<file path="src/rtl/rv_pkg.sv">
// rv_pkg: shared RV32 core definitions (opcodes, canonical NOP, fetch FSM states).
package rv_pkg;
  localparam logic [6:0] OPC_R      = 7'b0110011;
  localparam logic [6:0] OPC_LOAD   = 7'b0000011;
  localparam logic [6:0] OPC_STORE  = 7'b0100011;
  localparam logic [6:0] OPC_BRANCH = 7'b1100011;
  localparam logic [6:0] OPC_OP_IMM = 7'b0010011;
  localparam logic [31:0] NOP_INSTR = {25'b0, OPC_OP_IMM};
  typedef enum logic {
    FETCH,
    DRAIN
  } fetch_state_t;
endpackage

</file>
<file path="src/rtl/fetch_fifo.sv">
// fetch_fifo: synchronous FIFO with flush, buffering fetched {instr, pc} pairs.
module fetch_fifo #(
  parameter int WIDTH = 64,
  parameter int DEPTH = 2
) (
  input  logic                       clk,
  input  logic                       rst_n,
  input  logic                       push_i,
  input  logic [WIDTH-1:0]           wdata_i,
  input  logic                       pop_i,
  input  logic                       flush_i,
  output logic [WIDTH-1:0]           rdata_o,
  output logic                       full_o,
  output logic                       empty_o,
  output logic [$clog2(DEPTH):0]     count_o
);
  localparam int AW = $clog2(DEPTH);
  logic [WIDTH-1:0] mem_q [DEPTH];
  logic [AW-1:0] rd_q, rd_d, wr_q, wr_d;
  logic [AW:0] cnt_q, cnt_d;
  logic do_push, do_pop;
  assign full_o  = cnt_q == (AW+1)'(DEPTH);
  assign empty_o = cnt_q == '0;
  assign count_o = cnt_q;
  assign rdata_o = mem_q[rd_q];
  assign do_pop  = pop_i && !empty_o;
  assign do_push = push_i && (!full_o || do_pop);
  always_comb begin
    rd_d  = flush_i ? '0 : rd_q + AW'(do_pop);
    wr_d  = flush_i ? '0 : wr_q + AW'(do_push);
    cnt_d = flush_i ? '0 : cnt_q + (AW+1)'(do_push) - (AW+1)'(do_pop);
  end
  always_ff @(posedge clk or negedge rst_n) begin
    if (!rst_n) begin
      rd_q  <= '0;
      wr_q  <= '0;
      cnt_q <= '0;
    end else begin
      rd_q  <= rd_d;
      wr_q  <= wr_d;
      cnt_q <= cnt_d;
    end
  end
  always_ff @(posedge clk) begin
    if (do_push && !flush_i) mem_q[wr_q] <= wdata_i;
  end
endmodule

</file>
<file path="src/rtl/instr_fetch_unit.sv">
// instr_fetch_unit: RV32 fetch stage - owns the PC, issues credit-limited imem requests,
// buffers responses and hands instructions to decode; redirects flush and drain stale responses.
module instr_fetch_unit
  import rv_pkg::*;
#(
  parameter int               XLEN       = 32,
  parameter logic [XLEN-1:0]  RESET_PC   = '0,
  parameter int               FIFO_DEPTH = 2
) (
  input  logic             clk,
  input  logic             rst_n,
  output logic             imem_req_valid,
  input  logic             imem_req_ready,
  output logic [XLEN-1:0]  imem_req_addr,
  input  logic             imem_rsp_valid,
  input  logic [31:0]      imem_rsp_data,
  input  logic             redirect_valid,
  input  logic [XLEN-1:0]  redirect_pc,
  output logic             dec_valid,
  input  logic             dec_ready,
  output logic [31:0]      dec_instr,
  output logic [6:0]       dec_opcode,
  output logic [XLEN-1:0]  dec_pc
);
  localparam int CW = $clog2(FIFO_DEPTH) + 1;
  localparam int EW = 32 + XLEN;
  fetch_state_t state_q, state_d;
  logic [XLEN-1:0] pc_q, pc_d, rsp_pc;
  logic [CW-1:0] out_q, out_d, fifo_cnt;
  logic run_q;
  logic req_fire, rsp_ok, push, pop, fifo_full, fifo_empty;
  logic [CW:0] inflight;
  logic [EW-1:0] head;
  fetch_fifo #(.WIDTH(EW), .DEPTH(FIFO_DEPTH)) u_fifo (
    .clk     (clk),
    .rst_n   (rst_n),
    .push_i  (push),
    .wdata_i ({imem_rsp_data, rsp_pc}),
    .pop_i   (pop),
    .flush_i (redirect_valid),
    .rdata_o (head),
    .full_o  (fifo_full),
    .empty_o (fifo_empty),
    .count_o (fifo_cnt)
  );
  // run_q holds off issue for the first cycle after reset so req_valid reads 0 during reset
  assign inflight       = {1'b0, out_q} + {1'b0, fifo_cnt};
  assign imem_req_valid = run_q && state_q == FETCH && inflight < (CW+1)'(FIFO_DEPTH) && !redirect_valid;
  assign imem_req_addr  = pc_q;
  assign req_fire       = imem_req_valid && imem_req_ready;
  assign rsp_ok         = imem_rsp_valid && out_q != '0;
  // responses return in order, so the responder is the oldest outstanding request
  assign rsp_pc         = pc_q - XLEN'({out_q, 2'b00});
  assign push           = rsp_ok && state_q == FETCH && !redirect_valid && !fifo_full;
  assign dec_valid      = !fifo_empty;
  assign pop            = dec_valid && dec_ready;
  assign dec_instr      = fifo_empty ? NOP_INSTR : head[EW-1 -: 32];
  assign dec_opcode     = dec_instr[6:0];
  assign dec_pc         = fifo_empty ? '0 : head[XLEN-1:0];
  always_comb begin
    out_d   = out_q + CW'(req_fire) - CW'(rsp_ok);
    pc_d    = redirect_valid ? (redirect_pc & ~XLEN'(3)) : req_fire ? pc_q + XLEN'(4) : pc_q;
    state_d = (redirect_valid || state_q == DRAIN) ? (out_d != '0 ? DRAIN : FETCH) : FETCH;
  end
  always_ff @(posedge clk or negedge rst_n) begin
    if (!rst_n) begin
      state_q <= FETCH;
      pc_q    <= RESET_PC;
      out_q   <= '0;
      run_q   <= 1'b0;
    end else begin
      state_q <= state_d;
      pc_q    <= pc_d;
      out_q   <= out_d;
      run_q   <= 1'b1;
    end
  end
endmodule

</file>
<file path="config.mk">
export PLATFORM = sky130hd
export DESIGN_NAME = instr_fetch_unit
export DESIGN_NICKNAME = d
export VERILOG_FILES = /design/src/rtl/rv_pkg.sv /design/src/rtl/fetch_fifo.sv /design/src/rtl/instr_fetch_unit.sv
export SDC_FILE = /design/constraint.sdc
export NUM_CORES = 1
export LEC_CHECK = 0
export CAP_MARGIN = 30
export CORE_UTILIZATION = 50
export DETAILED_ROUTE_END_ITERATION = 8
export HOLD_SLACK_MARGIN = 0.02
export PLACE_DENSITY = 0.87
export SYNTH_ARGS = -nofsm -noshare
export SYNTH_HDL_FRONTEND = slang
export SYNTH_SLANG_ARGS = --single-unit
</file>
<file path="constraint.sdc">
create_clock -name clk -period 6.3 [get_ports clk]
set_input_delay 1.575 -clock clk [delete_from_list [all_inputs] [get_ports clk]]
set_output_delay 1.575 -clock clk [all_outputs]
set_load 0.02 [all_outputs]
</file>
## After elaboration in Yosys (flattened, before gate mapping)

Memory sizes are Yosys's and may differ from the RTL's.
Index checks and enable logic that the tools add are counted.

- Register bits after elaboration: 40
- Memory bits (writable): 128
- Output and inout port bits: 105
- Logic and storage cells: 52
- Memories: 1

- $add $sub $neg: 9
- Order comparisons: 1
- Equality and inequality tests: 1
- Mux-type cells: 11
- Bitwise logic cells: 1
- Reduce and logical (&&, ||, !) cells: 21

Memories:

| name | words | width | rd ports | clocked after Yosys merged registers in | write ports | line | source |
|---|---|---|---|---|---|---|---|
| u_fifo.mem_q | 2 | 64 | 1 | 0 | 1 | fetch_fifo.sv:18 | `logic [WIDTH-1:0] mem_q [DEPTH];` |

Operator list:

| kind | count |
|---|---|
| two-way mux 32 bit | 4 |
| adder 32 x 3 -> 32 bit (second input constant) | 1 |
| subtractor 32 x 4 -> 32 bit | 1 |
| logical AND 1 bit | 12 |
| two-way mux 1 bit | 6 |
| nonzero test 2 bit | 3 |
| adder 2 x 1 -> 2 bit | 2 |
| subtractor 2 x 1 -> 2 bit | 2 |
| adder 2 x 2 -> 3 bit | 1 |
| logical NOT 1 bit | 3 |
| < comparator 3 x 2 -> 1 bit (second input constant) | 1 |
| adder 1 bit | 2 |
| equality test 2 bit (second input constant) | 1 |
| logical NOT 2 bit | 1 |
| logical OR 1 bit | 2 |
| two-way mux 2 bit | 1 |
| NOT 1 bit | 1 |

## Logic depth before layout (Yosys ltp)

Gate-level depths: netlist of run 1.

- Depth after elaboration: 10
- Depth in mapped cells: 12
- Gate-level depth less buffers: 11

## Cells and area by module

From an unflattened synthesis of run 1, not the netlist that was laid out.

- Cell total of the unflattened synthesis: 621
- Area total of the unflattened synthesis: 8166.6 um2

Modules (own cells, without submodules):

| module | instances | cells each | area an instance (um2) | sequential area each (um2) |
|---|---|---|---|---|
| fetch_fifo | 1 | 222 | 5071.1 | 3943.8 |
| instr_fetch_unit | 1 | 399 | 3095.5 | 850.8 |

## Worst setup path after synthesis of run 1

OpenSTA, ideal clock, no wires.

- Path kind: input to register
- Start point: in redirect_valid
- End point: mem u_fifo.mem_q[0][10], enable pin
- Library setup time: 0.490 ns
- Data arrival time: 5.241 ns
- Path slack: 0.570 ns
- Stages: 3
- Cells stage by stage: clkbuf_1 a2111oi_0 nor2b_1

- Word-level cells in the longest chain between the ends: 7

Ends and longest elaborated chain:

| item | line | source |
|---|---|---|
| start, declared | instr_fetch_unit.sv:17 | `input logic redirect_valid,` |
| logical NOT 1 bit (*) | fetch_fifo.sv:45, instr_fetch_unit.sv:54 |  |
| logical AND 1 bit (2 in series) | instr_fetch_unit.sv:54 | `assign push = rsp_ok && state_q == FETCH && !redirect_valid && !fifo_full;` |
| logical AND 1 bit | fetch_fifo.sv:27 | `assign do_push = push_i && (!full_o \|\| do_pop);` |
| logical AND 1 bit (*) | fetch_fifo.sv:45 | `if (do_push && !flush_i) mem_q[wr_q] <= wdata_i;` |
| two-way mux 1 bit (*) | fetch_fifo.sv:45 |  |
| two-way mux 1 bit (implied by the code) (*) | fetch_fifo.sv:45 |  |
| end, declared | fetch_fifo.sv:18 |  |

Every way passes the cells marked *; elsewhere a longest branch is shown, timed or not.

## Worst setup path after layout of run 1

- Start point: in redirect_valid
- End point: out imem_req_valid

- Word-level cells in the longest chain between the ends: 2

Ends and longest elaborated chain:

| item | line | source |
|---|---|---|
| logical NOT 1 bit | instr_fetch_unit.sv:48 | `assign imem_req_valid = run_q && state_q == FETCH && inflight < (CW+1)'(FIFO_DEPTH) && !redirect_valid;` |
| logical AND 1 bit | instr_fetch_unit.sv:48 |  |
| end, declared | instr_fetch_unit.sv:12 | `output logic imem_req_valid,` |

Every way passes these cells.

==> results.cfg, run 1 <==
[yosys]
synthFlopType = edfxtp_1
syn_area_um2 = 7660
yosysTopAreaCell = edfxtp_1
ys_types = 55
synth_most_common_cell = edfxtp_1
yosysWarnings = 0
netlist_instances = 625
ys_seq_elements = 162
synth.yosys.seq_area_share_pct = 61.0
yosys-top-cells-area = edfxtp_1 (49%), dfrtp_1 (12%), mux2i_1 (8.2%)
avgSynthCellArea_um2 = 12.3
synthArstFlopShare_pct = 23.5
synth-edff-count = 124
synth_common_cells = edfxtp_1 (124), nor2_1 (80), mux2i_1 (63), nand2_1 (42), dfrtp_1 (38)
synth_top_cell_area_share_pct = 48.6

[finish]
n_antenna_cell = 0
final_util_pct = 67.6
final_nets = 847
drive_above_1_share_pct = 6.91
fill_cells = 1041
area_delta_synth_final_pct = 30.2

[pwr]
p_clk_share_pct = 25.2
intPower_mw = 2.62
finalPower_mw = 4.00
p_switching_mw = 1.38
power.leakage_nw = 3.44
power_density_nw_per_um2 = 401
p_comb_share_pct = 39.3
p_seq_share_pct = 35.5
ir_drop_v = 0.000196
netSwitchingFraction_pct = 34.5

[setup_path]
critPathMaxStageDelay_ps = 620
crit_path_end_kind = output pin
required_ps = 4720
critPathBufInv = 2
critPathLaunchType = input port
critical_path_class = input port to output pin
path_delay_family = buffers and inverters
crit_path_frequent_cell = clkdlybuf4s50_1
cp.arrival_ps = 3040
crit_chain = clkdlybuf4s50_1 > nor2_1 > clkdlybuf4s50_1
crit_slowest_cell = clkdlybuf4s50_1
cp_max_fo = 13

[timing]
max_freq_mhz = 217
tightestPinTransition_ps = 943
grt_setup_unrepaired = false
slew_headroom_pct = 37.1
setup_slack_ps = 1680
hold_viol = 0
layout_min_cycle_time_ps = 4620
setup_violations = 0
fin_crit_sh_pct = 73.3
tns_ps = 0
drv_slew = 0
fin_skew_ps = 8.83

[floorplanning]
die_h_um = 126
initial_core_util_pct = 51.9
core.rowCount = 44
pin_count = 175
die_area_um2 = 15800
die_x_um = 126
fp.coreArea_um2 = 14800

[run_status]
status = finished clean

[global_routing]
antenna_found_initial = 0
grtUsageTotal_pct = 22.4
grt_pass1_vias = 5348
grt_max_degree = 46
overflow = 0
grt_pass1_wl_um = 27400

[routing]
finalWirelength_um = 16900
wl_per_cell_um = 17.5
firstDrtPassIters = 5
antenna_left = 0
vias_per_cell = 5.58
drc = 0
drt_iter0_markers = 410
vias = 5384

[place]
port_buffers = 168
pre_cts_ws_ps = 1660
place.detailed.hpwl_um = 11900
place_congestion = 0.854

[clocking]
cts_buffers = 17
cts_htree_levels = 4
clk_transition_reported_paths_ps = 60
cts_max_path_buffers = 2
clk-insertion-delay-late_ps = 420
ctsHoldBuffers = 0
cts_setup_buffers = 0
cts_root_buffer = clkbuf_16
cts_tree = done
cts_resized = 0
numClockSinks = 162

[job]
maxCapViolations = 0

[min_path]
hold_path.class = flop to flop
[path summary, 6_finish.rpt]
check                                        start                       endpoint  slack (ps)  depth (start not counted)
min in group asynchronous                    rst_n  imem_req_addr[22]$_DFFE_PN0P_        1260                          1
worst max-delay path                redirect_valid                 imem_req_valid        1680                          3
max in group asynchronous                    rst_n          u_fifo.rd_q$_DFF_PN0_        4400                          1
worst max register to register  out_q[0]$_DFF_PN0_              state_q$_DFF_PN0_        2450                         11
worst min register to register  out_q[1]$_DFF_PN0_             out_q[1]$_DFF_PN0_         600                          1
worst min-delay path            out_q[1]$_DFF_PN0_             out_q[1]$_DFF_PN0_         600                          1
[stage by stage]
stage | area, um2 | hold slack [ps] | instances
global route | 9970 | 619 | 965
detailed placement | 9400 | 578 | 933
global placement | 9370 | 537 | 931
CTS | 9970 | 598 | 965
floorplan | 7670 | 515 | 628
finish | 9970 | 601 | 965
[kinds of logic (layout without fill, tap and decap cells)]
family / count (synthesis) / in the layout / synth area share, %
simple gates: 226 / 226 / 15.1
flops: 162 / 162 / 61.0
buf+inv: 68 / 221 / 4.15
mux: 63 / 63 / 8.23
compound gates: 60 / 60 / 5.52
xor+xnor: 35 / 35 / 4.20
fa+ha+maj: 9 / 9 / 1.67
other cells: 2 / 5 / 0.0981
[routing by layer]
layer / up-vias / routed length [um] / global-route usage (%)
met5: - / 0 / 0
met4: 0 / 262 / 7.80
met3: 19 / 1170 / 4.76
met2: 255 / 8150 / 36.8
met1: 2555 / 7330 / 29.7
li1: 2555 / - / -
[layout by cell type, fill, tap and decap left out, types with 4 or more instances in the layout]
cell type / Yosys / layout
o21ai_0: 15 / 15
inv_1: 14 / 14
conb_1: 2 / 5
and2_1: 7 / 6
or4_1: 9 / 9
xor2_1: 15 / 15
clkbuf_16: 0 / 17
mux2i_1: 63 / 63
nor3_2: 4 / 4
ha_1: 7 / 7
dfrtp_1: 38 / 37
clkdlybuf4s50_1: 0 / 167
nand3_1: 31 / 31
edfxtp_1: 124 / 124
o211ai_1: 14 / 14
and3_1: 5 / 5
nor2_1: 80 / 79
a31oi_1: 6 / 6
o311ai_0: 5 / 5
nor3_1: 5 / 5
or3_1: 7 / 7
buf_4: 11 / 4
nor4_1: 4 / 4
nand2_1: 42 / 42
nand4_1: 10 / 10
xnor2_1: 18 / 18
[registers in the layout, indices dropped and copies added, names as in the netlist]
name            count
run_q               1
out_q               2
u_fifo.wr_q         1
u_fifo.rd_q         1
imem_req_addr      30
u_fifo.mem_q      124
state_q             1
u_fifo.count_o      2
[power by group through the flow]
stage / Clock (mW) / Sequential [mW] / Combinational [mW]
2_1_floorplan: 0 / 1.39 / 0.954
3_3_place_gp: 0 / 1.48 / 1.49
3_5_place_dp: 0 / 1.44 / 1.58
4_1_cts: 1.02 / 1.42 / 1.58
5_1_grt: 1.07 / 1.43 / 1.69
6_report: 1.01 / 1.42 / 1.57
[layout make-up]
cell class                      instances  area [um2]  area share [%]
Clock buffer                           20         437            4.38
Clock inverter                         12         140            1.41
Inverter                               15        56.3           0.565
Multi-Input combinational cell        398        2690            27.0
Sequential cell                       162        4680            46.9
Tap cell                              184         230            2.31
Timing Repair Buffer                  174        1740            17.4
Power figures use the tool's default switching activity.
==> run 2, diff against run 1 <==
--- a/config.mk
+++ b/config.mk
@@ -6,10 +6,10 @@
 export NUM_CORES = 1
 export LEC_CHECK = 0
 export CAP_MARGIN = 30
-export CORE_UTILIZATION = 50
+export CORE_UTILIZATION = 46
 export DETAILED_ROUTE_END_ITERATION = 8
 export HOLD_SLACK_MARGIN = 0.02
-export PLACE_DENSITY = 0.87
+export PLACE_DENSITY = 0.84
 export SYNTH_ARGS = -nofsm -noshare
 export SYNTH_HDL_FRONTEND = slang
 export SYNTH_SLANG_ARGS = --single-unit
==> constraint.sdc (replaced) <==
create_clock -name clk -period 4 [get_ports clk]
set_input_delay 1 -clock clk [delete_from_list [all_inputs] [get_ports clk]]
set_output_delay 1 -clock clk [all_outputs]
set_load 0.02 [all_outputs]
==> results.cfg, run 2 (same netlist as run 1, synthesis figures left out) <==
[timing]
fin_skew_ps = 6.30
setup_slack_ps = 104
tightestPinTransition_ps = 874
hold_viol = 0
layout_min_cycle_time_ps = 3900
tns_ps = 0
max_freq_mhz = 257
drv_slew = 0
slew_headroom_pct = 41.8
fin_crit_sh_pct = 97.4
fin_hold_ws_ps = 577
setup_violations = 0
grt_setup_unrepaired = false

[setup_path]
cp_max_fo = 4
cp.arrival_ps = 2900
crit_slowest_cell = clkdlybuf4s50_1
critPathBufInv = 1
r2r-end = u_fifo.mem_q[1][24]$_DFFE_PP_
required_ps = 3000
path_delay_family = simple AND/OR/NAND/NOR gates
critPathMaxStageDelay_ps = 630
r2r_start = imem_req_addr[2]$_DFFE_PN0P_
critical_path_class = flop to output pin
cp.depth = 5
crit_path_end_kind = output pin
regToRegSetupSlack_ps = 810
critPathLaunchType = flop
crit_chain = and2_1 > fa_1 > or4b_1 > nor2_1 > clkdlybuf4s50_1
reg2regPathDepth = 9

[floorplanning]
pin_count = 175
core.rowCount = 46
fp.coreArea_um2 = 16100
die_area_um2 = 17200
initial_core_util_pct = 47.7
die_h_um = 131
die_x_um = 131

[finish]
area_delta_synth_final_pct = 33.1
final_nets = 855
largest_register_ffs = 124
fin_cells = 1005
final_util_pct = 63.5
drive_above_1_share_pct = 8.49
seqCellArea_um2 = 4680
final_cell_mix = clkdlybuf4s50_1 (167), edfxtp_1 (124), nor2_1 (79)
multi_input_area_um2 = 2690
layout_commonest_cell = clkdlybuf4s50_1
n_antenna_cell = 0
fin_area_um2 = 10200
fill_cells = 1176
largest_register = u_fifo.mem_q

[routing]
drt_iter0_markers = 294
finalWirelength_um = 17100
drc = 0
vias = 5408
antenna_left = 0
firstDrtPassIters = 5
wl_per_cell_um = 17.0
vias_per_cell = 5.38

[global_routing]
grt_pass1_wl_um = 25800
overflow = 0
grtUsageTotal_pct = 20.3
antenna_found_initial = 0
grt_pass1_vias = 5092
grt_max_degree = 63

[min_path]
hold_path.class = flop to flop
min_to = state_q$_DFF_PN0_
hold_depth = 1
hold_start = state_q$_DFF_PN0_

[clocking]
cts_root_buffer = clkbuf_16
cts_max_path_buffers = 2
cts_resized = 0
clk_transition_reported_paths_ps = 60
ctsHoldBuffers = 0
numClockSinks = 162
cts_setup_buffers = 0
cts_htree_levels = 4
cts_tree = done
cts_buffers = 17
clk-insertion-delay-late_ps = 420

[pwr]
finalPower_mw = 6.57
power.leakage_nw = 3.53
power_density_nw_per_um2 = 644
ir_drop_v = 0.000358

[job]
maxCapViolations = 0

[place]
place_congestion = 0.833
port_buffers = 168
dp_cells = 973
place.detailed.hpwl_um = 11700
place_area_um2 = 9530
pre_cts_ws_ps = 568

[run_status]
status = finished clean
==> run 2: cell types whose count changed in the layout (fill, tap and decap cells not counted) <==
| cell | previous run | this run |
|---|---|---|
| buf_1 | 1 | 0 |
| buf_12 | 0 | 4 |
| buf_16 | 1 | 0 |
| buf_4 | 4 | 10 |
| bufinv_16 | 3 | 6 |
| clkbuf_1 | 3 | 1 |
| clkinv_1 | 3 | 1 |
| clkinv_2 | 3 | 2 |
| clkinv_4 | 1 | 4 |
| clkinvlp_4 | 2 | 1 |
==> run 2: how the worst max path moves through the flow <==
stage / start / endpoint / slack (ps)
after floorplan: redirect_valid / u_fifo.mem_q[1][10]$_DFFE_PP_ / 140
after global placement: out_q[0]$_DFF_PN0_ / imem_req_valid / 560
after detailed placement: out_q[0]$_DFF_PN0_ / imem_req_valid / 570
after CTS: out_q[0]$_DFF_PN0_ / imem_req_valid / 70
after global routing: out_q[0]$_DFF_PN0_ / imem_req_valid / 8
final: out_q[0]$_DFF_PN0_ / imem_req_valid / 100
==> run 2: layout make-up <==
| class | count | share of cell area, % |
|---|---|---|
| clock buffers | 18 | 4.21 |
| clock inverters | 14 | 2.32 |
| inverters | 15 | 0.552 |
| multi-input cells | 398 | 26.4 |
| flip-flops and latches | 162 | 45.9 |
| well taps | 216 | 2.65 |
| repair buffers | 182 | 18.0 |
==> run 2: worst reg2reg max path, delay by kind of cell, from the launching register on <==
| family | cells | cell delay (ps) |
|---|---|---|
| and+or+nand+nor | 4 | 1530 |
| adders and majority gates | 2 | 590 |
| DFF | 1 | 410 |
| xor gates and xnor gates | 1 | 260 |
| buffers and inverters | 2 | 210 |
==> run 2: where the power goes <==
part	leakage [nW]	internal, mW	switching (mW)
combinational	1.63	1.16	1.34
sequential	1.58	2.02	0.237
clock	0.321	1.17	0.634
total	3.53	4.36	2.21
==> run 2: routing by layer <==
layer / wire length, um / track usage, %
met1: 7220 / 25.7
met4: 329 / 8.52
met3: 1290 / 5.74
met2: 8220 / 32.8
met5: 0 / 0
==> RTL edit (config.mk and constraints of run 2) <==
Change the parameter `FIFO_DEPTH` from 2 to 4.
--- a/src/rtl/instr_fetch_unit.sv
+++ b/src/rtl/instr_fetch_unit.sv
@@ -6,5 +6,5 @@
   parameter int               XLEN       = 32,
   parameter logic [XLEN-1:0]  RESET_PC   = '0,
-  parameter int               FIFO_DEPTH = 2
+  parameter int               FIFO_DEPTH = 4
 ) (
   input  logic             clk,
Check against the original RTL: not equivalent (a bounded check fails within 4 cycles, from zero or initial values and one cycle with rst_n low).
==> RTL edit against run 2 <==
  * Via count is 42% higher
  * Register-to-register slack better by 0.20 ns
  * Design area is 56% higher
  * Critical path type unchanged
  * Count of clock-buffer cells in the layout is 13 higher
  * Die area is 66% higher
  * Clock skew is 0.014 ns higher
  * Final cell count is 35% higher
  * Sequential power is 64% higher
  * Power is 46% higher
  * Largest power group is now sequential cells
  * Wire length is 62% higher
  * Worst setup slack better by 0.12 ns
  * Synthesized area is 67% higher
  * Highest routed layer unchanged
  * Sequential cell count is 128 higher
==> RTL edit: results (changes against run 2) <==
[run_status]
status=completed

[clocking]
root_buffer=clkbuf_16
htree_levels=1  ; -3
cts_buffer_depth=3  ; +1
cts_resized=0  ; unchanged
clock_latency_ns=0.54  ; +0.12 ns
post-cts-setup-buffer-count=0  ; unchanged
numCtsBuffers=29  ; +12
path_clk_slew_ns=0.07

[final_layout]
largest_reg_flops=248  ; +100%
nNetsFinal=1048  ; +23%
drive_gt1_share_pct=15.7  ; +7.2 points
regMostFlops=u_fifo.mem_q
num_antenna_cells=0  ; unchanged

[routing]
routed_wirelength_um=27500  ; +62%
vias=7682  ; +42%
dr.pass1.iters=5  ; unchanged
drt_iter0_markers=613  ; +110%

[logic_synthesis]
synth_xor_area_share_pct=2.33  ; -1.9 points
ys_seq_area_share_pct=66.5  ; +5.5 points
synth_edf_count=248  ; +100%
muxShareOfSynthArea_pct=11.1  ; +2.9 points
async_flop_share_pct=14.5  ; -9.0 points
yosys-top-cells-count=edfxtp_1, nor2b_1, mux4_2, dfrtp_1, nand2_1
synth_cell_types=58  ; +5.5%
synth-compound-area-share_pct=3.37  ; -2.2 points
ys.flop_type=edfxtp_1
synthAdderAreaFrac_pct=1.65  ; -0.021 points
synthTopCellsByArea=edfxtp_1, mux4_2, dfrtp_1, nor2b_1, xnor2_1
yosysWarnings=0  ; unchanged

[setup_path]
reg2regPathDepth=12  ; +3
cp.arrival_ns=2.77  ; -0.13 ns
worstPathMaxFanout=13  ; +9

[place]
place.gp.congestion=0.888  ; +6.6%
hpwl_um=18200  ; +56%
io_buffer_count=168  ; unchanged
place_area_um2=14900  ; +56%

[timing]
tns_ns=0  ; unchanged
skew_ns=0.0201  ; +0.0138 ns
drv_slew=0  ; unchanged
tightest_slew_ns=0.840  ; -0.0334 ns

[global_route]
antenna_found_initial=0  ; unchanged
grt.total_usage_pct=19.6  ; -0.69 points
grt_max_degree=65  ; +3.2%
grt_pass1_wl_um=43300  ; +67%

[pwr]
vdd_drop_max_mv=0.320  ; -11%
power.leakage_nw=5.23  ; +48%
switching_share_pct=29.6  ; -4.0 points

[hold_path]
min_path_type=input pin to async pin

==> RTL edit: changes by cell type after synthesis, moves of 10 or more <==
cell | before | now
buf_2 | 5 | 16
edfxtp_1 | 124 | 248
mux2i_1 | 63 | 1
mux4_2 | 0 | 62
nand4_1 | 10 | 24
nor2_1 | 80 | 26
nor2b_1 | 3 | 67
o21ai_0 | 15 | 2
xnor2_1 | 18 | 28
==> RTL edit: worst max-delay path, stage by stage, from the launching register on <==
cell	delay [ns]
dfrtp_4	0.58
buf_4	0.27
mux4_2	0.54
or2_2	0.30
clkdlybuf4s50_1	0.55
==> RTL edit: through the flow <==
step                setup WS, ns  util [%]  std cells  power (mW)  hold WS, ns
floorplan                 0.0281         -        808        5.56        0.506
global placement           0.530      55.0       1304        6.69        0.558
detailed placement         0.522      55.0       1304        6.77        0.572
CTS                        0.168      58.8       1356        9.68        0.532
global route               0.111      58.8       1356        9.97        0.565
finish                     0.228      58.8       1356        9.58        0.528
==> RTL edit: worst paths after layout <==
path | from | to | slack, ns
worst max-delay path | u_fifo.rd_q[0] | dec_opcode[4] | 0.23
worst min-delay path | rst_n | imem_req_addr[5] | 0.53
worst max register to register | u_fifo.count_o[2] | state_q | 1.01
worst min register to register | state_q | state_q | 0.62
max in group asynchronous | rst_n | u_fifo.rd_q[0] | 2.75
min in group clk | state_q | state_q | 0.62
==> RTL edit: cell families after synthesis <==
family	after synthesis
xor gates and xnor gates	34
AOI/OAI and AO/OA	55
and+or+nand+nor	254
buffers and inverters	91
adders and majority gates	15
muxes	64
DFF	290
other	2
==> RTL edit: per-layer routing <==
layer	GRT usage, %	part of all wire [%]	vias to the layer above	wire length, um
li1	-	-	3447	-
met3	2.78	6.9	34	1890
met2	32.6	49	348	13400
met4	4.66	1.7	0	476
met5	0	0	-	0
met1	27.6	43	3853	11700
==> RTL edit: layout make-up <==
cell class                 instances  area (um^2)
sequential                       290         8500
tap                              372          465
inverter                          24         90.1
clock buffer                      31          733
timing repair buffer             191         1940
multi-input combinational        427         3910
clock inverter                    21          295
fill                            2050        11200
==> RTL edit: power groups by stage <==
| stage | clock network (mW) | logic, mW | registers (mW) |
|---|---|---|---|
| floorplan | 0 | 1.88 | 3.67 |
| global placement | 0 | 2.93 | 3.76 |
| detailed placement | 0 | 3.01 | 3.77 |
| CTS | 2.95 | 3.02 | 3.70 |
| global route | 3.06 | 3.18 | 3.73 |
| finish | 2.90 | 2.97 | 3.71 |
